### src/rtl/button_decoder_pkg.sv
// button_decoder_pkg: shared colour type and button count for the Genius colour path
package button_decoder_pkg;
  localparam int NUM_BUTTONS = 4;
  typedef enum logic [1:0] {COLOR_RED, COLOR_BLUE, COLOR_GREEN, COLOR_YELLOW} color_t;
endpackage

### src/rtl/button_decoder_debounce.sv
// btn_debounce: 2-flop synchronizer followed by a stable-count debouncer for one raw button
module btn_debounce #(
  parameter int DEBOUNCE_CYCLES = 500_000
) (
  input  logic clk,
  input  logic rst_n,
  input  logic raw_in,
  output logic level_out
);
  localparam int CNT_W = $clog2(DEBOUNCE_CYCLES + 1);
  logic [1:0]       sync;
  logic [CNT_W-1:0] cnt;
  // the toggling cycle is the DEBOUNCE_CYCLES-th consecutive mismatch
  always_ff @(posedge clk or negedge rst_n)
    if (!rst_n) begin
      sync      <= '0;
      cnt       <= '0;
      level_out <= 1'b0;
    end else begin
      sync <= {sync[0], raw_in};
      if (sync[1] == level_out) cnt <= '0;
      else if (cnt == CNT_W'(DEBOUNCE_CYCLES - 1)) begin
        level_out <= ~level_out;
        cnt       <= '0;
      end else cnt <= cnt + 1'b1;
    end
endmodule

### src/rtl/button_decoder.sv
// button_decoder: debounced push-buttons to one color_t event per press over valid/ready
module button_decoder
  import button_decoder_pkg::*;
#(
  parameter int DEBOUNCE_CYCLES = 500_000
) (
  input  logic   clk,
  input  logic   rst_n,
  input  logic   enable,
  input  logic   btn_red,
  input  logic   btn_blue,
  input  logic   btn_green,
  input  logic   btn_yellow,
  input  logic   color_ready,
  output logic   color_valid,
  output color_t color,
  output logic   multi_press,
  output logic   overrun
);
  typedef enum logic {S_IDLE, S_HELD} state_t;
  state_t state, state_next;
  logic [NUM_BUTTONS-1:0] raw, level, level_q, press;
  logic one_hot, emit, multi, accept;
  color_t press_color;
  assign raw = {btn_yellow, btn_green, btn_blue, btn_red};
  for (genvar i = 0; i < NUM_BUTTONS; i++) begin : g_db
    btn_debounce #(.DEBOUNCE_CYCLES(DEBOUNCE_CYCLES)) u_db (
      .clk       (clk),
      .rst_n     (rst_n),
      .raw_in    (raw[i]),
      .level_out (level[i])
    );
  end
  assign press       = level & ~level_q;
  assign one_hot     = (press != '0) && ((press & (press - 1'b1)) == '0);
  // bit order matches the color_t encoding, so a one-hot press encodes directly
  assign press_color = color_t'({press[3] | press[2], press[3] | press[1]});
  always_comb begin
    state_next = state;
    emit       = 1'b0;
    multi      = 1'b0;
    if (state == S_IDLE) begin
      state_next = (press != '0) ? S_HELD : S_IDLE;
      emit       = one_hot;
      multi      = (press != '0) && !one_hot;
    end else begin
      state_next = (level == '0) ? S_IDLE : S_HELD;
      multi      = press != '0;
    end
  end
  assign accept = enable && emit && (!color_valid || color_ready);
  always_ff @(posedge clk or negedge rst_n)
    if (!rst_n) begin
      state       <= S_IDLE;
      level_q     <= '0;
      color_valid <= 1'b0;
      color       <= COLOR_RED;
      multi_press <= 1'b0;
      overrun     <= 1'b0;
    end else begin
      state       <= state_next;
      level_q     <= level;
      color_valid <= enable && (accept || (color_valid && !color_ready));
      if (accept) color <= press_color;
      multi_press <= multi;
      overrun     <= enable && emit && color_valid && !color_ready;
    end
endmodule

### config.mk
export PLATFORM = sky130hd
export DESIGN_NAME = button_decoder
export DESIGN_NICKNAME = d
export VERILOG_FILES = /design/src/rtl/button_decoder_pkg.sv /design/src/rtl/button_decoder_debounce.sv /design/src/rtl/button_decoder.sv
export SDC_FILE = /design/constraint.sdc
export NUM_CORES = 1
export LEC_CHECK = 0
export BUFFER_PORTS_ARGS = -buffer_cell sky130_fd_sc_hd__buf_2
export CORE_MARGIN = 8
export CORE_UTILIZATION = 40
export CTS_CLUSTER_SIZE = 30
export DETAILED_ROUTE_END_ITERATION = 12
export PLACE_DENSITY = 0.62
export SLEW_MARGIN = 10
export SYNTH_ARGS = -nofsm -noshare
export SYNTH_HDL_FRONTEND = slang
export SYNTH_SLANG_ARGS = --single-unit
### constraint.sdc
create_clock -name clk -period 5.7 [get_ports clk]
set_clock_uncertainty 0.05 [all_clocks]
set_input_delay 1.14 -clock clk [delete_from_list [all_inputs] [get_ports clk]]
set_output_delay 1.14 -clock clk [all_outputs]
set_load 0.01 [all_outputs]
### After elaboration in Yosys (flattened, before gate mapping)

Index checks and enable logic that the tools add are counted.

| word-level totals | value |
|---|---|
| flip-flop bits (word level) | 98 |
| logic and storage cells | 77 |
| output and inout port bits | 5 |

| cells by class | value |
|---|---|
| bitwise gates (word level) | 13 |
| $add $sub $neg | 5 |
| reductions and logical operators | 20 |
| equality and inequality tests | 8 |
| mux-type cells | 13 |

Operator list:

| kind | count |
|---|---|
| 19-bit 2-to-1 mux | 8 |
| 19-bit by 1-bit adder with 19-bit output (second input constant) | 4 |
| 19-bit equality test (second input constant) | 4 |
| 4-bit AND | 2 |
| 1-bit logical AND | 8 |
| 4-bit logical NOT | 2 |
| 1-bit NOT | 8 |
| 2-bit AND reduction | 4 |
| 1-bit 2-to-1 mux | 5 |
| 1-bit equality test | 4 |
| 4-bit NOT | 1 |
| 4-bit nonzero test | 1 |
| 4-bit by 1-bit subtractor with 4-bit output (second input constant) | 1 |
| 1-bit logical NOT | 3 |
| 1-bit logical OR | 2 |
| 1-bit bitwise OR | 2 |

### Logic depth before layout (Yosys ltp)

Gate-level depths: netlist (run 1).

| depth | value |
|---|---|
| depth after elaboration | 11 |
| mapped depth | 9 |
| mapped depth without buffers | 6 |

### Modules after synthesis

From an unflattened synthesis (run 1), not the netlist that was laid out.

| unflattened totals | value |
|---|---|
| cells, all modules | 461 |
| area, all modules | 4780.8 sq um |

By module, submodules not included:

| module | cells each | area an instance (sq um) | times used |
|---|---|---|---|
| btn_debounce (g_db[0].u_db ...) | 105 | 1079.8 | 3 |
| btn_debounce (g_db[1].u_db) | 105 | 1073.5 | 1 |
| button_decoder | 41 | 467.9 | 1 |

### Least setup slack after synthesis (run 1)

No wires, ideal clock.

| path | value |
|---|---|
| kind | input -> register |
| start | in color_ready |
| end | reg color[0] |
| path slack | 3741 ps |
| data required time | 5525 ps |
| setup time | 125 ps |
| stages | 3 |
| data arrival time | 1785 ps |
| path buffers | 0 |
| cells stage by stage | nand2b_1 -> nor3b_2 -> mux2_2 |

| between the ends | value |
|---|---|
| cells in the longest elaborated chain, start to end | 2 |

RTL lines:

| what | RTL line | RTL |
|---|---|---|
| start, declared | button_decoder.sv:14 | `input logic color_ready,` |
| 1-bit logical OR | button_decoder.sv:51 | `assign accept = enable && emit && (!color_valid \|\| color_ready);` |
| 1-bit logical AND | button_decoder.sv:51 |  |
| end signal, assigned | button_decoder.sv:64 | `if (accept) color <= press_color;` |
| end, declared | button_decoder.sv:16 | `output color_t color,` |

No other way between the ends.
A chain may end at the register's enable or synchronous reset.

### Worst setup path after layout (run 1)

| path | value |
|---|---|
| start | reg g_db[3].u_db.cnt[0] |
| end | reg g_db[3].u_db.cnt[12] |

| between the ends | value |
|---|---|
| cells in the longest elaborated chain, start to end | 3 |
| elaborated cells on any way between the ends | 4 |
| classes of those cells | 1 x add/sub; 1 x eq/ne; 2 x mux |

RTL lines:

| what | RTL line | RTL |
|---|---|---|
| start, declared | button_decoder_debounce.sv:12 | `logic [CNT_W-1:0] cnt;` |
| start signal, assigned | button_decoder_debounce.sv:25 | `end else cnt <= cnt + 1'b1;` |
| 19-bit by 1-bit adder with 19-bit output / 19-bit equality test (equally long branches) | button_decoder_debounce.sv:25, button_decoder_debounce.sv:22 |  |
| 19-bit 2-to-1 mux (*) | button_decoder_debounce.sv:22 | `else if (cnt == CNT_W'(DEBOUNCE_CYCLES - 1)) begin` |
| 19-bit 2-to-1 mux (*) | button_decoder_debounce.sv:21 | `if (sync[1] == level_out) cnt <= '0;` |

Every way passes the cells marked *; elsewhere a longest branch is shown, timed or not.

==> results by group, run 1 <==
Routing
  – Met2 WL: 3.481 mm
  – Vias: 2,950
  – Wire length per cell: 12.90 um
  – DR iter-0 viols: 194
  – Wl on met1: 3.869 mm
  – Post-Route WL: 7.673 mm
  – Vias per cell: 4.958
  – Antenna Nets Post-Route: 0
  – Highest routed layer: met4
  – Residual DRC: 0
  – Met3 WL: 222 um
  – DR pass1 iterations: 4

Power and ir drop
  – Leak pwr: 0.002209 uW
  – PwrDens: 287.1 nW/um^2
  – Total power: 1449 uW
  – Peak supply drop: 0.1614 mV
  – Comb power frac: 2.7%
  – Pint: 1167 uW
  – Clock share of power: 48.1%
  – Switching Fraction: 19.46%
  – Net Sw Power: 281.9 uW
  – Seq pwr share: 49.2%

Critical path
  – Worst flop-to-flop path endpoint: g_db[3].u_db.cnt[12]
  – Reg2Reg Depth: 6
  – Crit path max-delay family: simple AND/OR/NAND/NOR gates
  – Crit path capture type: flip-flop
  – Reg-to-reg startpoint: g_db[3].u_db.cnt[0]
  – CP max-delay cell: or2_1
  – CP peak stage delay: 550 ps
  – Worst path bufs/invs: 0
  – CP Class: flip-flop to flip-flop
  – Crit path DAT: 2300 ps
  – Setup slack, reg-to-reg: 3540 ps
  – Worst path cell trace: ha_1, and4_2, nand2_1, nor4_2, or2_1, nor2_1
  – CP required: 5840 ps
  – Setup crit start kind: flip-flop
  – Worst Path Max Fanout: 18

Final layout
  – Layout cells sized above 1: 10.40%
  – # diodes: 0
  – Net count, final: 460
  – Area Growth Syn to Fin: 11.62%
  – Finished Layout Cells: 595

Placement
  – HPWL Detailed: 5.154 mm
  – Port Buffers: 12
  – Placed cells: 580
  – Routability cong.: 0.7734

Synthesis
  – Count of state elements after synthesis: 98
  – Cells after Synth: 433
  – Dominant synthesized flop cell: dfrtp_1
  – Mean cell area of the mapped netlist: 10.44 sq um
  – Dominant cells by area after synthesis: dfrtp_1, xnor2_1, nor2_1, xor2_1, nand3_1
  – Post-synth EDFFs: 0
  – Top-count cell post-synth: dfrtp_1
  – Asr flop ratio synth: 100.0%
  – Synth cell types: 40
  – Post-synth top cells: dfrtp_1, nor2_1, xnor2_1
  – Synth top area share: 54.23%
  – Seq/Total Area, Yosys: 54.23%
  – Cell Area, Synth: 4522 sq um
  – Synthesis Warnings: 0
  – Largest area contributor in the netlist: dfrtp_1
  – Net Count, Synth: 445

STA
  – WHS: 298.6 ps
  – Final worst path period need: 2160 ps
  – Setup TNS: 0 ps
  – Max Slew Vio Count: 0
  – Period utilization: 37.90%
  – Final setup viols: 0
  – Relative slew margins: 46.13%
  – RSZ-0062 raised after global routing: false
  – Max Fclk: 0.4629 GHz
  – Slew @ Worst Pin: 808.1 ps
  – Endpoints failing hold: 0

CTS
  – CTS tree: built
  – Root Driver: clkbuf_16
  – Max Buffers Root-to-Sink: 2
  – Clk Latency, worst-skew pair: 330 ps
  – CTS buffer count: 9
  – H-Tree Depth: 3
  – Setup Buffers After CTS: 0
  – Hold Buf Count CTS: 0
  – Resize count post-CTS: 0
  – Clk pin slew, worst setup/hold paths: 60 ps
  – Clock sinks: 98

Global routing
  – Largest net degree at the start of global routing: 67
  – Tot GR Track Use: 11.41%
  – First-pass GRT wire length: 13.86 mm
  – Initial antenna violation count: 0
  – Grt total ovfl: 0
  – Vias in the first global route: 3,025

Floorplan
  – Die area: 14,960 sq um
  – Die width: 122.3 um
  – Die height: 122.3 um
  – Cell Rows: 39
  – Initial Utilization: 40.29%
  – IO Count: 13
  – Core footprint: 11,220 sq um

Hold path
  – Hold path start: g_db[0].u_db.sync[0]
  – Hold Path Depth: 0
  – Worst hold endpoint: g_db[0].u_db.sync[1]
  – Hold Path Class: flip-flop to flip-flop

Run status
  – Status: finished clean

Run
  – Max Cap Viol: 0
-- kinds of logic (layout without fill, tap and decap cells) --
group	Yosys count	count (layout)	synth area share, %
compound gates	5	5	0.8300
buf+inv	19	38	2.490
fa+ha+maj	5	5	1.328
xor+xnor	73	73	14.14
mux	6	6	1.494
simple gates	227	227	25.48
flops	98	98	54.23
-- layout make-up --
cell class,instances,area (sq um)
clock inverter,4,98.84
tap,143,178.9
multi-input combinational,316,1957
clock buffer,11,252.7
inverter,10,37.54
timing repair buffer,13,70.07
fill,1056,6176
sequential,98,2452
-- routing by layer --
| metal | global-route usage, % | vias to the layer above |
|---|---|---|
| met3 | 2.576 | 9 |
| li1 | - | 1478 |
| met1 | 15.26 | 1426 |
| met5 | 0 | - |
| met4 | 4.950 | 0 |
| met2 | 17.46 | 37 |
-- per-stage QoR --
step | setup WS [ps] | area [sq um] | utilization [%]
final | 3540 | 5047 | 44.97
after global placement | 3387 | 4696 | 41.84
after floorplan | 3741 | 4522 | -
after global routing | 3308 | 5047 | 44.97
after CTS | 3510 | 5047 | 44.97
after detailed placement | 3363 | 4696 | 41.84
-- layout by cell type, fill, tap and decap left out, types with 6 or more instances in the layout --
master and count:
xnor2_1 38, dfrtp_1 98, inv_1 10, nand2_1 28, nor4_1 8, nor2_1 88
buf_2 11, and4_1 9, xor2_1 35, nor3_1 14, nand3_1 24, clkbuf_16 9
mux2_2 6, nand4_1 12, and3_1 11
-- sequential cells by signal (all words and copies together) (netlist names) --
signal and count:
color 2, color_valid 1, g_db.u_db.cnt 76, g_db.u_db.level_out 4, g_db.u_db.sync 8, level_q 4, multi_press 1, overrun 1
state 1
-- power groups by stage --
stage	sequential, uW	clock (uW)	combinational (uW)
3_5_place_dp	726	0	40.8
4_1_cts	713	718	41.0
6_report	713	697	38.9
3_3_place_gp	725	0	40.2
2_1_floorplan	724	0	24.0
5_1_grt	714	740	46.7
-- how the worst max path moves through the flow --
stage,start,endpoint,slack [ps],depth (start not counted)
after floorplan,color_ready,color[0],3740,3
after global placement,rst_n,g_db[3].u_db.cnt[5],3390,2
after detailed placement,rst_n,g_db[3].u_db.cnt[5],3360,2
after CTS,g_db[3].u_db.cnt[0],g_db[3].u_db.cnt[12],3510,6
after global routing,g_db[3].u_db.cnt[0],g_db[3].u_db.cnt[5],3310,6
final,g_db[3].u_db.cnt[0],g_db[3].u_db.cnt[12],3540,6
(Power assumes the default switching activity.)
==> inputs of run 2 (changes only) <==
--- a/config.mk
+++ b/config.mk
@@ -5,6 +5,7 @@
 export SDC_FILE = /design/constraint.sdc
 export NUM_CORES = 1
 export LEC_CHECK = 0
+export ABC_AREA = 1
 export BUFFER_PORTS_ARGS = -buffer_cell sky130_fd_sc_hd__buf_2
 export CORE_MARGIN = 8
 export CORE_UTILIZATION = 40
==> constraint.sdc (replaced) <==
create_clock -name clk -period 2.17 [get_ports clk]
set_clock_uncertainty 0.05 [all_clocks]
set_input_delay 0.434 -clock clk [delete_from_list [all_inputs] [get_ports clk]]
set_output_delay 0.434 -clock clk [all_outputs]
set_load 0.01 [all_outputs]
==> run 2 against run 1 <==
Maximum frequency is 36% higher. Synthesized cell count is 48% higher. First-iteration DRC count is 4.1% higher. Sequential share of layout area is 5.2 points lower. Final cell count is 42% higher. Die area is 10% higher. Register-to-register slack worse by 3000 ps. Area after synthesis is 12% higher. Via count is 35% higher. Non-clock buffer count is 4 higher. Worst hold slack worse by 160 ps. Critical path type unchanged.
==> results by group, run 2 <==
Run status
  – Status: finished clean (unchanged)

STA
  – Final setup viols: 0 (unchanged)
  – Period utilization: 73.29% (was 37.90%)
  – Slew @ Worst Pin: 330.5 ps (was 808.1 ps)
  – Max Slew Vio Count: 0 (unchanged)
  – RSZ-0062 raised after global routing: false (unchanged)
  – Max Fclk: 0.6288 GHz (was 0.4629 GHz)
  – Endpoints failing hold: 0 (unchanged)
  – Final worst path period need: 1590 ps (was 2160 ps)
  – Setup TNS: 0 ps (unchanged)
  – Relative slew margins: 77.97% (was 46.13%)
  – Setup WS post-layout: 579.6 ps (was 3540 ps)

Power and ir drop
  – Clock share of power: 42.8% (was 48.1%)
  – Leak pwr: 0.002541 uW (was 0.002209 uW)
  – Seq pwr share: 53.8% (was 49.2%)
  – Switching Fraction: 21.90% (was 19.46%)
  – Peak supply drop: 0.3824 mV (was 0.1614 mV)
  – Net Sw Power: 761.6 uW (was 281.9 uW)
  – Pint: 2716 uW (was 1167 uW)
  – Total power: 3478 uW (was 1449 uW)
  – Comb power frac: 3.5% (was 2.7%)
  – PwrDens: 615.3 nW/um^2 (was 287.1 nW/um^2)

Routing
  – Post-Route WL: 9.819 mm (was 7.673 mm)
  – DR iter-0 viols: 202 (was 194)
  – DR pass1 iterations: 4 (unchanged)
  – Vias per cell: 4.707 (was 4.958)
  – Vias: 3,982 (was 2,950)
  – Residual DRC: 0 (unchanged)
  – Wire length per cell: 11.61 um (was 12.90 um)
  – Antenna Nets Post-Route: 0 (unchanged)

Critical path
  – Setup slack, reg-to-reg: 580 ps (was 3540 ps)
  – CP Class: flip-flop to flip-flop (unchanged)
  – Crit path DAT: 1810 ps (was 2300 ps)
  – CP required: 2390 ps (was 5840 ps)
  – Setup crit start kind: flip-flop (unchanged)
  – Crit path capture type: flip-flop (unchanged)
  – Worst Path Max Fanout: 6 (was 18)

Synthesis
  – Post-synth top cells: nor2_1, nand2_1, dfrtp_1 (was dfrtp_1, nor2_1, xnor2_1)
  – Count of state elements after synthesis: 98 (unchanged)
  – Synth top area share: 48.55% (was 54.23%)
  – Net Count, Synth: 654 (was 445)
  – Dominant cells by area after synthesis: dfrtp_1, nor2_1, nand2_1, inv_1, xor2_1 (was dfrtp_1, xnor2_1, nor2_1, xor2_1, nand3_1)
  – Post-synth EDFFs: 0 (unchanged)
  – Synthesis Warnings: 0 (unchanged)
  – Largest area contributor in the netlist: dfrtp_1 (unchanged)
  – Cell Area, Synth: 5051 sq um (was 4522 sq um)
  – Asr flop ratio synth: 100.0% (unchanged)
  – Top-count cell post-synth: nor2_1 (was dfrtp_1)
  – Seq/Total Area, Yosys: 48.55% (was 54.23%)
  – Synth cell types: 30 (was 40)
  – Cells after Synth: 642 (was 433)
  – Dominant synthesized flop cell: dfrtp_1 (unchanged)
  – Mean cell area of the mapped netlist: 7.868 sq um (was 10.44 sq um)

Floorplan
  – Cell Rows: 41 (was 39)
  – Die area: 16,480 sq um (was 14,960 sq um)
  – IO Count: 13 (unchanged)
  – Die width: 128.4 um (was 122.3 um)
  – Initial Utilization: 40.52% (was 40.29%)
  – Core footprint: 12,470 sq um (was 11,220 sq um)
  – Die height: 128.4 um (was 122.3 um)

Final layout
  – Most frequent cells in the layout: nor2_1, nand2_1, dfrtp_1 (was dfrtp_1, nor2_1, xnor2_1)
  – # diodes: 0 (unchanged)
  – Final core occ: 45.35% (was 44.97%)
  – Finished Layout Cells: 846 (was 595)
  – Commonest non-fill, non-tap cell in the layout: nor2_1 (was dfrtp_1)
  – Largest registers: g_db.u_db.cnt: 76 flops, g_db.u_db.sync: 8 flops (unchanged)
  – Net count, final: 682 (was 460)
  – Max FFs per register: 76 (unchanged)
  – Biggest register: g_db.u_db.cnt (unchanged)
  – Layout cells sized above 1: 10.68% (was 10.40%)
  – Area Growth Syn to Fin: 11.91% (was 11.62%)

Global routing
  – Initial antenna violation count: 0 (unchanged)
  – Tot GR Track Use: 12.68% (was 11.41%)
  – First-pass GRT wire length: 17.08 mm (was 13.86 mm)
  – Grt total ovfl: 0 (unchanged)
  – Largest net degree at the start of global routing: 31 (was 67)
  – Vias in the first global route: 3,939 (was 3,025)

Placement
  – HPWL Detailed: 7.313 mm (was 5.154 mm)
  – Port Buffers: 12 (unchanged)
  – Pre-CTS setup slack: 568.5 ps (was 3363 ps)
  – Routability cong.: 0.8819 (was 0.7734)
  – Placed cells: 830 (was 580)

CTS
  – Clk pin slew, worst setup/hold paths: 70 ps (was 60 ps)
  – H-Tree Depth: 3 (unchanged)
  – Clk Latency, worst-skew pair: 340 ps (was 330 ps)
  – Root Driver: clkbuf_16 (unchanged)
  – Clock sinks: 98 (unchanged)
  – CTS buffer count: 9 (unchanged)
  – CTS tree: built (unchanged)
  – Max Buffers Root-to-Sink: 2 (unchanged)

Hold path
  – Hold Path Class: primary input to flip-flop (was flip-flop to flip-flop)

Run
  – Max Cap Viol: 0 (unchanged)
==> run 2: kinds of logic (layout without fill, tap and decap cells) <==
logic type               Yosys count  after routing  synth area share [%]
AND/OR/NAND/NOR                  390            390                 35.17
buffers and inverters             90            122                 6.688
XOR/XNOR                          27             27                 4.682
adder cells (fa/ha/maj)            4              4                0.9909
flip-flops                        98             98                 48.55
AO/OA/AOI/OAI                     33             33                 3.914
==> run 2: path summary, 6_finish.rpt <==
check | from | endpoint | cells after the start
setup / recovery | g_db[2].u_db.cnt[0] | g_db[2].u_db.cnt[8] | 8
hold / removal | btn_green | g_db[2].u_db.sync[0] | 1
setup reg to reg | g_db[2].u_db.cnt[0] | g_db[2].u_db.cnt[8] | 8
hold reg to reg | g_db[3].u_db.sync[0] | g_db[3].u_db.sync[1] | 0
max in group asynchronous | rst_n | g_db[2].u_db.cnt[4] | 3
min in group asynchronous | rst_n | g_db[3].u_db.cnt[12] | 2
==> run 2: power groups by stage <==
stage	Clock, uW	Sequential, uW	Combinational [uW]
after floorplan	0	1900	55.7
after global placement	0	1900	122
after detailed placement	0	1900	125
after CTS	1540	1870	127
after global routing	1610	1870	142
final	1490	1870	121
==> run 2: critical path, cell delays in order (launching register included) <==
cell	delay (ps)
dfrtp_1	400
ha_1	230
nand2_1	130
nor2_4	50
inv_2	80
nor2_1	70
a21oi_2	300
inv_2	110
nor2_1	110
==> run 2: routing by layer <==
metal,GRT usage [%],vias to the layer above,part of all wire [%],wire [um]
met1,14.91,1869,47,4594
met5,0,-,0,0
li1,-,2062,-,-
met2,21.97,44,49,4814
met4,3.916,0,1.1,105
met3,3.558,7,3.1,304
==> run 2: cell type report <==
cell class	instances	area [sq um]
fill	1190	6813
sequential	98	2452
multi-input combinational	454	2261
inverter	90	337.8
clock buffer	12	256.5
tap	172	215.2
timing repair buffer	17	115.1
clock inverter	3	15.01
==> run 2: metrics by stage <==
stage                     hold slack, ps  instance area (sq um)
final                              139.8                   5653
after global routing               128.1                   5653
after CTS                          127.0                   5653
after detailed placement           288.7                   5371
after global placement             287.1                   5371
after floorplan                    88.41                   5051
==> run 2: repair_timing <==
| item | in CTS | in global routing |
|---|---|---|
| gates resized for setup | 0 | 0 |
| hold endpoints to repair | 19 | 0 |
| buffers inserted | 0 | 0 |
| hold buffers | 1 | 0 |
==> inputs of run 3 (changes only) <==
--- a/config.mk
+++ b/config.mk
@@ -5,13 +5,13 @@
 export SDC_FILE = /design/constraint.sdc
 export NUM_CORES = 1
 export LEC_CHECK = 0
-export ABC_AREA = 1
+export ABC_AREA = 0
 export BUFFER_PORTS_ARGS = -buffer_cell sky130_fd_sc_hd__buf_2
 export CORE_MARGIN = 8
 export CORE_UTILIZATION = 40
 export CTS_CLUSTER_SIZE = 30
 export DETAILED_ROUTE_END_ITERATION = 12
-export PLACE_DENSITY = 0.62
+export PLACE_DENSITY = 0.64
 export SLEW_MARGIN = 10
 export SYNTH_ARGS = -nofsm -noshare
 export SYNTH_HDL_FRONTEND = slang
==> constraint.sdc (replaced) <==
create_clock -name clk -period 1.4 [get_ports clk]
set_clock_uncertainty 0.05 [all_clocks]
set_input_delay 0.28 -clock clk [delete_from_list [all_inputs] [get_ports clk]]
set_output_delay 0.28 -clock clk [all_outputs]
set_load 0.01 [all_outputs]
==> run 3 against run 2 <==
The flow now finishes with violations (negative setup slack). Critical path depth unchanged. Combinational power rose to 2.8 times the previous value. First-iteration DRC count down 47%. Die area down 9.2%. Via count down 9.5%. Wire length up 6.6%. Worst hold slack worse by 1.5 ps. Clock power up 69%. Non-clock buffer count up 109. Sequential share of layout area down 5.9 points.
==> results by group, run 3 (synthesis gave the netlist of run 1 again) <==
STA
  – Relative slew margins: 66.26% (was 77.97%)
  – Endpoints failing hold: 0 (unchanged)
  – Max Slew Vio Count: 0 (unchanged)
  – Slew @ Worst Pin: 502.4 ps (was 330.5 ps)
  – Setup TNS: -15,130 ps (was 0 ps)
  – RSZ-0062 raised after global routing: true (was false)
  – Setup WS post-layout: -358.2 ps (was 579.6 ps)
  – Max Fclk: 0.5688 GHz (was 0.6288 GHz)
  – Period utilization: 125.6% (was 73.29%)
  – Final setup viols: 82 (was 0)
  – Final worst path period need: 1758 ps (was 1590 ps)

Placement
  – HPWL Detailed: 6.351 mm (was 7.313 mm)
  – Post-DP Area: 5461 sq um (was 5371 sq um)
  – Routability cong.: 0.7903 (was 0.8819)
  – Port Buffers: 12 (unchanged)
  – Pre-CTS setup slack: -346.5 ps (was 568.5 ps)

Power and ir drop
  – PwrDens: 880.4 nW/um^2 (was 615.3 nW/um^2)
  – Peak supply drop: 0.6324 mV (was 0.3824 mV)
  – Leak pwr: 0.003001 uW (was 0.002541 uW)

Routing
  – Antenna Nets Post-Route: 0 (unchanged)
  – Vias per cell: 5.017 (was 4.707)
  – Wire length per cell: 14.58 um (was 11.61 um)
  – Vias: 3,602 (was 3,982)
  – Residual DRC: 0 (unchanged)
  – Post-Route WL: 10.47 mm (was 9.819 mm)
  – DR pass1 iterations: 4 (unchanged)
  – DR iter-0 viols: 108 (was 202)

Global routing
  – Vias in the first global route: 3,891 (was 3,939)
  – First-pass GRT wire length: 17.91 mm (was 17.08 mm)
  – Largest net degree at the start of global routing: 35 (was 31)
  – Grt total ovfl: 0 (unchanged)
  – Initial antenna violation count: 0 (unchanged)
  – Tot GR Track Use: 14.75% (was 12.68%)

Final layout
  – Net count, final: 582 (was 682)
  – Filler cells: 922 (was 1,190)
  – Layout cells sized above 1: 45.74% (was 10.68%)
  – Largest registers: g_db.u_db.cnt: 76 flops, g_db.u_db.sync: 8 flops (unchanged)
  – Fin area: 6549 sq um (was 5653 sq um)
  – Max FFs per register: 76 (unchanged)
  – Area Growth Syn to Fin: 44.83% (was 11.91%)
  – Most frequent cells in the layout: dfrtp_1, buf_4, nor2_2 (was nor2_1, nand2_1, dfrtp_1)
  – Biggest register: g_db.u_db.cnt (unchanged)
  – # diodes: 0 (unchanged)

Floorplan
  – IO Count: 13 (unchanged)
  – Initial Utilization: 40.29% (was 40.52%)
  – Die height: 122.3 um (was 128.4 um)
  – Cell Rows: 39 (was 41)
  – Die width: 122.3 um (was 128.4 um)
  – Core footprint: 11,220 sq um (was 12,470 sq um)
  – Die area: 14,960 sq um (was 16,480 sq um)

Critical path
  – Setup crit start kind: flip-flop (unchanged)
  – CP Class: flip-flop to flip-flop (unchanged)
  – Crit path DAT: 1940 ps (was 1810 ps)
  – Worst path cell trace: ha_4, and4_4, nand2_4, nor4_4, or2_4, buf_12, buf_8, nor2_1 (was ha_1, nand2_1, nor2_4, inv_2, nor2_1, a21oi_2, inv_2, nor2_1)
  – CP required: 1580 ps (was 2390 ps)
  – CP peak stage delay: 400 ps (about the same)
  – Worst Path Max Fanout: 4 (was 6)
  – CP max-delay cell: dfrtp_1 (unchanged)
  – Crit path capture type: flip-flop (unchanged)

CTS
  – Clk pin slew, worst setup/hold paths: 60 ps (was 70 ps)
  – H-Tree Depth: 3 (unchanged)
  – CTS tree: built (unchanged)
  – Max Buffers Root-to-Sink: 2 (unchanged)
  – Clk Latency, worst-skew pair: 340 ps (about the same)
  – Clock sinks: 98 (unchanged)
  – Root Driver: clkbuf_16 (unchanged)
  – CTS buffer count: 9 (unchanged)

Run status
  – Status: finished, violations left (was finished clean)
  – Failing checks: negative setup slack

Run
  – Max Cap Viol: 0 (unchanged)

Hold path
  – Hold Path Class: primary input to flip-flop (unchanged)
run 3: metrics by stage:
stage | total power, uW | cells | hold WS [ps] | utilization, %
finish | 5765 | 718 | 138.4 | 58.35
global route | 5985 | 718 | 146.6 | 58.35
CTS | 5823 | 714 | 127.7 | 55.86
detailed placement | 3189 | 667 | 138.1 | 48.66
global placement | 3176 | 667 | 135.4 | 48.66
floorplan | 3065 | 433 | -65.59 | -
run 3: cell type report:
type / count / area, sq um / share of cell area [%]
well taps: 143 / 178.9 / 2.732
flip-flops and latches: 98 / 2454 / 37.47
clock buffers: 12 / 256.5 / 3.917
multi-input cells: 325 / 2551 / 38.96
repair buffers: 126 / 1021 / 15.59
inverters: 10 / 37.54 / 0.5732
clock inverters: 4 / 50.05 / 0.7642
run 3: final timing paths:
check	end	slack [ps]	from	depth (start not counted)
worst max-delay path	g_db[3].u_db.cnt[17]	-360	g_db[3].u_db.cnt[0]	8
worst min-delay path	color_valid	140	enable	3
worst max register to register	g_db[3].u_db.cnt[17]	-360	g_db[3].u_db.cnt[0]	8
worst min register to register	g_db[1].u_db.sync[1]	300	g_db[1].u_db.sync[0]	0
max in group asynchronous	color_valid	460	rst_n	3
min in group asynchronous	g_db[1].u_db.level_out	320	rst_n	2
run 3: timing repair:
action,4_1_cts,5_1_grt
setup buffers,14,7
hold buffers,5,0
pin swaps,29,24
gates resized for setup,55,77
setup endpoints to repair,82,82
gates cloned,12,0
endpoints found under the hold margin,19,0
run 3: critical path, delay by kind of cell (launching register included):
kind | cells | cell delay (ps)
AND/OR/NAND/NOR | 5 | 820
flip-flops | 1 | 400
buffers and inverters | 2 | 220
adder cells (fa/ha/maj) | 1 | 150
run 3: power by group:
part | switching [uW] | leakage [uW] | total (uW) | internal, uW
clock network | 1040 | 0.000145 | 2520 | 1480
logic | 184 | 0.00152 | 340 | 156
registers | 30.2 | 0.00134 | 2900 | 2870
total | 1260 | 0.00300 | 5770 | 4510
run 3: layer usage:
metal | vias up | global-route usage, % | wire (um)
met2 | 46 | 25.38 | 5429
met4 | 0 | 5.103 | 165
met1 | 1808 | 17.66 | 4535
li1 | 1734 | - | -
met5 | - | 0 | 0
met3 | 14 | 3.634 | 334
